==> src/rtl/serial_sub_if.sv <==
// rtl/serial_sub_if.sv - start/done handshake bundle for the bit-serial subtractor
// Purpose: groups the request (start, a, b) and response (busy, done, diff,
//          borrow_out, overflow) signals of serial_sub.
// Ports:   master drives start/a/b and observes the result;
//          slave (the subtractor) receives start/a/b and drives the result.
interface serial_sub_if #(
  parameter int WIDTH = 8
);
  logic             start;
  logic [WIDTH-1:0] a;
  logic [WIDTH-1:0] b;
  logic             busy;
  logic             done;
  logic [WIDTH-1:0] diff;
  logic             borrow_out;
  logic             overflow;

  modport master (
    output start, a, b,
    input  busy, done, diff, borrow_out, overflow
  );

  modport slave (
    input  start, a, b,
    output busy, done, diff, borrow_out, overflow
  );
endinterface

==> src/rtl/serial_sub.sv <==
// rtl/serial_sub.sv - bit-serial two's-complement subtractor, LSB first
// Purpose: diff = a - b mod 2^WIDTH computed one bit per clock with a single
//          borrow flip-flop; operands captured on start, result held until the
//          next completion.
// Ports:   clk  - rising-edge clock
//          rst  - synchronous reset, active-high
//          bus  - serial_sub_if.slave: start, a, b in; busy, done, diff,
//                 borrow_out, overflow out
// Option:  SERIAL_SUB_OVF_EN - when defined, overflow reports signed overflow;
//          otherwise overflow is constant 0.
module serial_sub #(
  parameter int WIDTH = 8
) (
  input  logic         clk,
  input  logic         rst,
  serial_sub_if.slave  bus
);
  localparam int CW = $clog2(WIDTH + 1);

  typedef enum logic [1:0] {IDLE, SHIFT, DONE} state_t;

  state_t           state;
  logic [WIDTH-1:0] sa;
  logic [WIDTH-1:0] sb;
  logic [WIDTH-1:0] rr;
  logic [WIDTH-1:0] diff_q;
  logic [CW-1:0]    cnt;
  logic             bw;
  logic             busy_q;
  logic             done_q;
  logic             borrow_q;

  logic             d;
  logic             bw_next;
  logic             last;
  logic [WIDTH-1:0] rr_next;

  always_comb begin
    d       = sa[0] ^ sb[0] ^ bw;
    bw_next = (~sa[0] & sb[0]) | (~(sa[0] ^ sb[0]) & bw);
    // New bit enters at the MSB so that after WIDTH shifts bit 0 sits at LSB.
    rr_next = rr >> 1;
    rr_next[WIDTH-1] = d;
    last    = (cnt == CW'(WIDTH - 1));
  end

`ifdef SERIAL_SUB_OVF_EN
  logic ovf_q;
  logic ovf_next;
  // Only meaningful on the last bit, where sa[0]/sb[0] are the sign bits.
  assign ovf_next     = (sa[0] ^ sb[0]) & (sa[0] ^ d);
  assign bus.overflow = ovf_q;
`else
  assign bus.overflow = 1'b0;
`endif

  assign bus.busy       = busy_q;
  assign bus.done       = done_q;
  assign bus.diff       = diff_q;
  assign bus.borrow_out = borrow_q;

  always_ff @(posedge clk) begin
    if (rst) begin
      state    <= IDLE;
      sa       <= '0;
      sb       <= '0;
      rr       <= '0;
      diff_q   <= '0;
      cnt      <= '0;
      bw       <= 1'b0;
      busy_q   <= 1'b0;
      done_q   <= 1'b0;
      borrow_q <= 1'b0;
`ifdef SERIAL_SUB_OVF_EN
      ovf_q    <= 1'b0;
`endif
    end else begin
      done_q <= 1'b0;
      case (state)
        // DONE accepts a new start exactly like IDLE for back-to-back use.
        IDLE, DONE: begin
          if (bus.start) begin
            sa     <= bus.a;
            sb     <= bus.b;
            rr     <= '0;
            bw     <= 1'b0;
            cnt    <= '0;
            busy_q <= 1'b1;
            state  <= SHIFT;
          end else begin
            state  <= IDLE;
          end
        end
        SHIFT: begin
          sa  <= sa >> 1;
          sb  <= sb >> 1;
          rr  <= rr_next;
          bw  <= bw_next;
          cnt <= cnt + 1'b1;
          if (last) begin
            state    <= DONE;
            busy_q   <= 1'b0;
            done_q   <= 1'b1;
            diff_q   <= rr_next;
            borrow_q <= bw_next;
`ifdef SERIAL_SUB_OVF_EN
            ovf_q    <= ovf_next;
`endif
          end
        end
        default: state <= IDLE;
      endcase
    end
  end
endmodule
==> src/flat_wrapper.sv <==
// flat-port wrapper written by rule: the top's interface ports become plain ports
module serial_sub_flat 
#(
  parameter int WIDTH = 8
)
  (clk, rst, bus_start, bus_a, bus_b, bus_busy, bus_done, bus_diff, bus_borrow_out, bus_overflow);
  serial_sub_if #(.WIDTH(WIDTH)) bus_i ();
  input  logic clk;
  input  logic rst;
  input wire logic [$bits(bus_i.start)-1:0] bus_start;
  input wire logic [$bits(bus_i.a)-1:0] bus_a;
  input wire logic [$bits(bus_i.b)-1:0] bus_b;
  output wire logic [$bits(bus_i.busy)-1:0] bus_busy;
  output wire logic [$bits(bus_i.done)-1:0] bus_done;
  output wire logic [$bits(bus_i.diff)-1:0] bus_diff;
  output wire logic [$bits(bus_i.borrow_out)-1:0] bus_borrow_out;
  output wire logic [$bits(bus_i.overflow)-1:0] bus_overflow;
  assign bus_i.start = bus_start;
  assign bus_i.a = bus_a;
  assign bus_i.b = bus_b;
  assign bus_busy = bus_i.busy;
  assign bus_done = bus_i.done;
  assign bus_diff = bus_i.diff;
  assign bus_borrow_out = bus_i.borrow_out;
  assign bus_overflow = bus_i.overflow;
  serial_sub #(.WIDTH(WIDTH)) u_core (.clk(clk), .rst(rst), .bus(bus_i));
endmodule
==> config.mk <==
export PLATFORM = sky130hd
export DESIGN_NAME = serial_sub_flat
export DESIGN_NICKNAME = d
export VERILOG_FILES = /design/src/rtl/serial_sub_if.sv /design/src/rtl/serial_sub.sv /design/src/flat_wrapper.sv
export SDC_FILE = /design/constraint.sdc
export NUM_CORES = 1
export LEC_CHECK = 0
export BUFFER_PORTS_ARGS = -buffer_cell sky130_fd_sc_hd__buf_2
export CAP_MARGIN = 15
export CORE_UTILIZATION = 50
export CTS_BUF_LIST = sky130_fd_sc_hd__clkbuf_16
export DETAILED_ROUTE_END_ITERATION = 6
export PLACE_DENSITY = 0.71
export SLEW_MARGIN = 20
export SYNTH_ARGS = -nofsm -noshare
export SYNTH_HDL_FRONTEND = slang
export SYNTH_SLANG_ARGS = --single-unit
==> constraint.sdc <==
create_clock -name clk -period 2 [get_ports clk]
set_input_delay 0 -clock clk [delete_from_list [all_inputs] [get_ports clk]]
set_output_delay 0 -clock clk [all_outputs]
set_load 0.005 [all_outputs]
* Word level (Yosys, flattened, before mapping)
Cells that the tools add are included.
** Word-level totals
- Register bits :: 42
- Input bits :: 19
- Output and inout bits :: 12
- Logic and storage cells :: 48
** Operators by class
- Add/subtract/negate cells :: 1
- Eq/ne operators :: 5
- Mux-type cells :: 17
- Bitwise logic cells :: 8
- Reductions and logical operators :: 7
** Operators by type and width (count)
- 8-bit case mux with 2 select lines :: 3
- 8-bit two-way mux :: 3
- 4-bit case mux with 2 select lines :: 1
- 1-bit two-way mux :: 5
- 4-bit by 1-bit adder with 4-bit output, second input constant :: 1
- 4-bit by 3-bit == test with 1-bit output, second input constant :: 1
- 4-bit two-way mux :: 1
- 1-bit case mux with 2 select lines :: 2
- 2-bit case mux with 2 select lines :: 1
- 2-bit AND reduction :: 2
- 2-bit OR reduction :: 2
- 1-bit inverter :: 3
- 3-bit AND reduction :: 1
- 1-bit bitwise AND :: 2
- 2-bit by 1-bit == test with 1-bit output, second input constant :: 1
- 2-bit == test, second input constant :: 1
- 2-bit zero test :: 1
- 2-bit two-way mux :: 1
- 2-bit by 1-bit != test with 1-bit output, second input constant :: 1
- 2-bit != test, second input constant :: 1
- 2-bit nonzero test :: 1
- 1-bit bitwise XOR :: 2
- 1-bit OR :: 1

* Longest topological paths before layout
Gate-level depths: netlist of the first run.
- Word-level depth :: 5
- Mapped depth :: 5
- Gate-level depth less buffers :: 4

* Least setup slack after synthesis of the first run
Ideal clock, no wire load.
- Path type :: reg-to-reg
- From :: reg u_core.cnt[0]
- To :: reg u_core.borrow_q, in the netlist u_core.bus.borrow_out
- Setup time :: 0.091 ns
- Arrival :: 1.083 ns
- Data required time :: 1.909 ns
- Slack :: 0.826 ns
- Cell stages (with the launch flop) :: 6
- Path buffers :: 1
- Period minus slack after synthesis :: 1.174 ns
- Cell sequence :: dfxtp_1 -> ha_1 -> and3b_1 -> buf_6 -> a21oi_1 -> a311oi_1
** Between the ends
- Word-level cells in the longest chain between the ends :: 2
** Ends and longest elaborated chain
- from (decl) :: line serial_sub.sv:27 : logic [CW-1:0] cnt;
- from (signal assigned) :: line serial_sub.sv:99 : cnt <= cnt + 1'b1;
- 4-bit by 3-bit == test with 1-bit output :: line serial_sub.sv:44 : last = (cnt == CW'(WIDTH - 1));
- 2-bit AND reduction (no line)
- to (signal assigned) :: line serial_sub.sv:105 : borrow_q <= bw_next;
- to (decl) :: line serial_sub.sv:31 : logic borrow_q;
Every way passes these cells.
A chain may end at the register's enable or synchronous reset.

* Worst setup path in the final report of the first run
Ends and elaborated chain as after synthesis.

==> results of run 1 <==
-- where the power goes --
part	switching [mW]	leakage, nW	internal, mW
Sequential	0.0185	0.334	0.847
Combinational	0.102	0.344	0.0655
Clock	0.313	0.0938	0.712
Total	0.433	0.771	1.62
-- worst max-delay path: stages, from the launching register on --
cell,delay (ns)
dfxtp_1,0.37
ha_1,0.23
and3b_1,0.39
a21oi_1,0.13
a311oi_1,0.23
-- metal layers --
layer  wire length, µm  GRT usage
met3               144    0.07143
met5                 0          0
met4                19    0.05980
met1              1628     0.2956
met2              1788     0.3810
-- Yosys cell counts, drive strengths merged (2+ instances only) --
| master | instances | area, µm² |
|---|---|---|
| a22oi | 14 | 105.1 |
| buf | 16 | 120.1 |
| inv | 2 | 7.510 |
| dfxtp | 41 | 820.8 |
| nand3 | 34 | 170.2 |
| nand2 | 10 | 37.54 |
| o21ai | 9 | 45.04 |
| nor2 | 2 | 7.510 |
| a21oi | 38 | 190.2 |
| nand2b | 4 | 25.02 |
| nor3 | 2 | 10.01 |
| mux2 | 2 | 22.52 |
| clkbuf | 5 | 18.77 |
-- cell families after synthesis --
kind of cell    synth area share
buf+inv                  0.08705
other cells             0.002230
fa+ha+maj                0.01934
simple gates              0.1749
flops                     0.4881
compound gates            0.2150
mux                      0.01339
-- cell type report --
class,count,area (µm²),area share
Inverter,2,7.507,0.003724
Tap cell,44,55.05,0.02731
Clock buffer,5,125.1,0.06207
Sequential cell,41,820.8,0.4072
Multi-Input combinational cell,126,714.4,0.3544
Timing Repair Buffer,39,227.7,0.1130
Clock inverter,3,65.06,0.03228
-- flip-flops by register name, indices dropped and copies added (netlist names) --
name                   cells
u_core.bus.diff            8
u_core.bus.borrow_out      1
u_core.bus.busy            1
u_core.rr                  7
u_core.bus.done            1
u_core.bw                  1
u_core.sa                  8
u_core.state               2
u_core.sb                  8
u_core.cnt                 4
-- stage by stage --
stage                     hold slack, ns  total power, mW
after global routing             0.01666            2.139
final                           0.004346            2.058
after global placement            0.2425            1.036
after floorplan                   0.1360            1.009
after detailed placement          0.2516            1.045
after CTS                       0.001017            2.069
-- timing repair --
action / 4_1_cts / 5_1_grt
setup buffers: 0 / 0
setup endpoints to repair: 0 / 0
hold buffers: 3 / 0
gates resized for setup: 0 / 0
endpoints found under the hold margin: 3 / 0
-- worst min path at each step --
stage,slack (ns),from,cells past startpoint,to
floorplan,0.14,bus_a[7],2,u_core.sa[7]
global placement,0.24,bus_b[7],3,u_core.sb[7]
detailed placement,0.25,bus_a[7],3,u_core.sa[7]
CTS,0.001,bus_b[1],3,u_core.sb[1]
global route,0.02,bus_b[6],3,u_core.sb[6]
finish,0.004,bus_b[1],3,u_core.sb[1]
==> impl_metrics.tcl, run 1 <==
set metrics [dict create \
    finalCritPeriodShare 0.7177 \
    reg2reg_from "u_core.cnt[0]" \
    pre_cts_slack_ns 0.5572 \
    ir_drop_v 0.0007663 \
    most-common-layout-cells "41 x dfxtp_1, 38 x a21oi_1, 34 x nand3_1" \
    grt_max_degree 28 \
    fillers 274 \
    cts_tree "built" \
    place_area_um2 1795 \
    start_kind "flip-flop" \
    grt_pass1_vias 1347 \
    die-area_um2 3599 \
    ys_seq_area_frac 0.4881 \
    min_path_type "primary input to flip-flop" \
    final_cells 260 \
    nets 236 \
    rsz0062_at_grt "no" \
    worstPathRequired_ns 2.19 \
    fin_tns_setup_ns 0 \
    post-route-worst-setup-slack_ns 0.5646 \
    grt_pass1_wl_um 6113 \
    via_per_inst 5.588 \
    synthFlopType "dfxtp_1" \
    finClkSkew_ns 0.003259 \
    critPathLaunch "u_core.cnt[0]" \
    p_per_area_nw_per_um2 1021 \
    syn_area_um2 1682 \
    antenna_found_initial 0 \
    synth_enable_flop_cells 0 \
    rows 20 \
    die_h_um 60.00 \
    crit_path_end "u_core.bus.borrow_out" \
    cts.clk_slew.worst_paths_ns 0.06 \
    die_w_um 60.00 \
    start_util 0.5376 \
    syn-num-nets 211 \
    syn_avg_cell_area_um2 8.851 \
    max_cap_violations 0 \
    io_pins 31 \
    setup_viol 0 \
    gp_congestion 0.6995 \
    antenna_cells 0 \
    place_inst 249 \
    detail_route.wl_per_cell_um 13.77 \
    vias 1453 \
    final.min_clock_period_ns 1.435 \
    drt_iter0_drc 76 \
    yosysUniqueCellTypes 27 \
    reg2reg_to "u_core.bus.borrow_out" \
    status "completed" \
    antenna_left 0 \
    max_freq_mhz 696.7 \
    synth-seq-cells 41 \
    layout-drive-gt1-share 0.2130 \
    crit_type "flip-flop to flip-flop" \
    drt_wl_total_um 3580 \
    synth_warnings 0 \
    hpwlAfterDp_um 2299 \
    final_common_cell "dfxtp_1" \
    hold_violations 0 \
    design_area_um2 2016 \
    portBuffers 29 \
    cts_buffer_depth 2 \
    cts.sinks 41 \
    htreeDepth 2 \
    async_flop_share 0 \
    grtUsageTotal 0.2320 \
    syn_inst 190 \
    cp-end-kind "flip-flop" \
    clock-root-buffer "clkbuf_16" \
    fin_util 0.6444 \
    first_pass_iters 5 \
    core_um2 3128 \
    syn2layout_area_growth_pct 19.87 \
    arrival_ns 1.63 \
    drc 0 \
    report.final.slew_viol_count 0 \
    overflow 0 \
    crit_fanout 10 \
    r2r_slack_ns 0.56 \
    clock_latency_ns 0.28 \
    reg2reg_depth 4 \
    cts-buffers-inserted 5 \
    power_leakage_nw 0.7714 \
]
Note: power is estimated with default switching activity, not from simulation.
==> run 2, diff against run 1 <==
Settings changed: ABC_AREA from default to 1, PLACE_DENSITY 0.71 to 0.7.
Clock period 2 ns to 1.5 ns, I/O delays scaled along.
==> impl_metrics.tcl, run 2 <==
set metrics [dict create \
    status "completed" \
    drt_iter0_drc 122 \
    most-common-layout-cells "52 x nand3_1, 50 x nand2_1, 41 x dfxtp_1" \
    multi_input_area_um2 852.1 \
    start_kind "flip-flop" \
    antenna_found_initial 0 \
    yosys.area.top_type "dfxtp_1" \
    arrival_ns 1.60 \
    antenna_cells 0 \
    fillers 324 \
    syn_inst 237 \
    worstPathRequired_ns 1.73 \
    start_util 0.5433 \
    synth.most_common_cell "nand3_1" \
    rsz0062_at_grt "no" \
    finClkSkew_ns 0.004369 \
    synth_warnings 0 \
    synth_common_cells "52 x nand3_1, 50 x nand2_1, 41 x dfxtp_1" \
    max_cap_violations 0 \
    clock-root-buffer "clkbuf_16" \
    first_pass_iters 4 \
    setup_viol 0 \
    grt_pass1_vias 1433 \
    synthFlopType "dfxtp_1" \
    finalCritPeriodShare 0.9190 \
    grt_max_degree 20 \
    vias 1569 \
    overflow 0 \
    syn_area_um2 1884 \
    via_per_inst 5.029 \
    layout-drive-gt1-share 0.2707 \
    clock_latency_ns 0.28 \
    detail_route.wl_per_cell_um 11.99 \
    final.min_clock_period_ns 1.379 \
    die_h_um 63.39 \
    die-area_um2 4018 \
    core_um2 3468 \
    regArea_um2 820.8 \
    min_path_type "primary input to flip-flop" \
    max_freq_mhz 725.4 \
    htreeDepth 2 \
    critPathLaunch "u_core.state[0]" \
    synth_enable_flop_cells 0 \
    synthTopCellsByArea "dfxtp_1 44%, nand3_1 14%, nand2_1 10%, a21oi_1 5.6%, a21oi_2 4.6%" \
    cts_repair_resize_count 0 \
    post-cts-setup-buffers 0 \
    async_flop_share 0 \
    die_w_um 63.39 \
    rows 21 \
    grt_pass1_wl_um 6472 \
    synth-seq-cells 41 \
    hold_ws_ns 0.07173 \
    cts.sinks 41 \
    hp-start "bus_a[0]" \
    gp_congestion 0.7550 \
    cts_buffer_depth 2 \
    cts.clk_slew.worst_paths_ns 0.06 \
    grtUsageTotal 0.2047 \
    syn-num-nets 258 \
    drc 0 \
    ys_seq_area_frac 0.4356 \
    portBuffers 29 \
    cts-buffers-inserted 5 \
    report.final.slew_viol_count 0 \
    drt_wl_total_um 3740 \
    hold_violations 0 \
    nets 286 \
    io_pins 31 \
    final_common_cell "nand3_1" \
    cp-end-kind "flip-flop" \
    synth_top_area_share 0.4356 \
    ir_drop_v 0.0008052 \
    p_per_area_nw_per_um2 1188 \
    fin_tns_setup_ns 0 \
    yosysUniqueCellTypes 23 \
    crit_type "flip-flop to flip-flop" \
    reg2reg_from "u_core.state[0]" \
    syn2layout_area_growth_pct 16.53 \
    cts_tree "built" \
    cts_hold_buf 2 \
    syn_avg_cell_area_um2 7.951 \
    crit_fanout 16 \
    antenna_left 0 \
    power_leakage_nw 0.9862 \
    hpwlAfterDp_um 2477 \
]
-- run 2: changes by cell type in the layout (fill, tap and decap cells not counted), sizes merged, moves of 2 or more --
cell	change
nor2	+4
nor3	-2
nand2b	-4
o21ai	-7
a21oi	-7
nand3	+18
nand2	+54
mux2	-2
a22oi	-14
inv	+19
-- run 2: final timing paths --
check	end	slack, ns	cells past startpoint
setup / recovery	u_core.bus.diff[1]	0.12	6
hold / removal	u_core.sa[0]	0.07	5
setup reg to reg	u_core.bus.diff[1]	0.12	6
hold reg to reg	u_core.bw	0.47	2
-- run 2: cell families (layout without fill, tap and decap cells) --
kind of cell | after synthesis | in the layout | share of synthesized area
flops | 41 | 41 | 0.4356
fa+ha+maj | 2 | 2 | 0.01726
buf+inv | 38 | 67 | 0.1122
simple gates | 122 | 122 | 0.3254
other cells | 1 | 1 | 0.001990
compound gates | 33 | 33 | 0.1076
-- run 2: per-stage QoR --
step | util | instances | instance area (µm²) | power, mW | setup slack (ns)
2_1_floorplan | - | 237 | 1884 | 1.386 | 0.3258
3_3_place_gp | 0.5794 | 302 | 2009 | 1.435 | 0.1613
3_5_place_dp | 0.5794 | 302 | 2009 | 1.437 | 0.1196
4_1_cts | 0.6331 | 312 | 2196 | 2.624 | 0.1008
5_1_grt | 0.6331 | 312 | 2196 | 2.717 | 0.01515
6_report | 0.6331 | 312 | 2196 | 2.609 | 0.1215
-- run 2: layout make-up --
class | instances | share of cell area
Inverter | 22 | 0.04046
Timing Repair Buffer | 37 | 0.09573
Multi-Input combinational cell | 158 | 0.3880
Clock inverter | 3 | 0.01880
Clock buffer | 5 | 0.05698
Tap cell | 46 | 0.02621
Sequential cell | 41 | 0.3738
-- run 2: where the power goes --
part	total, mW	leakage (nW)	switching [mW]	internal, mW
clock	1.19	0.0775	0.412	0.778
combinational	0.259	0.575	0.163	0.0964
sequential	1.16	0.334	0.0285	1.13
-- run 2: critical path, cell delays in order (launching register included) --
cell,delay [ns]
dfxtp_1,0.47
inv_6,0.13
nor2_4,0.24
nand2_4,0.17
nor2_8,0.17
nand2_1,0.07
nand2_1,0.06
-- run 2: routing by layer --
| layer | track usage | vias to the layer above | wire length (µm) | part of all wire |
|---|---|---|---|---|
| li1 | - | 822 | - | - |
| met1 | 0.2788 | 715 | 1838 | 0.49 |
| met4 | 0.06818 | 0 | 38 | 0.010 |
| met5 | 0 | - | 0 | 0 |
| met3 | 0.05072 | 4 | 155 | 0.041 |
| met2 | 0.3138 | 28 | 1707 | 0.46 |
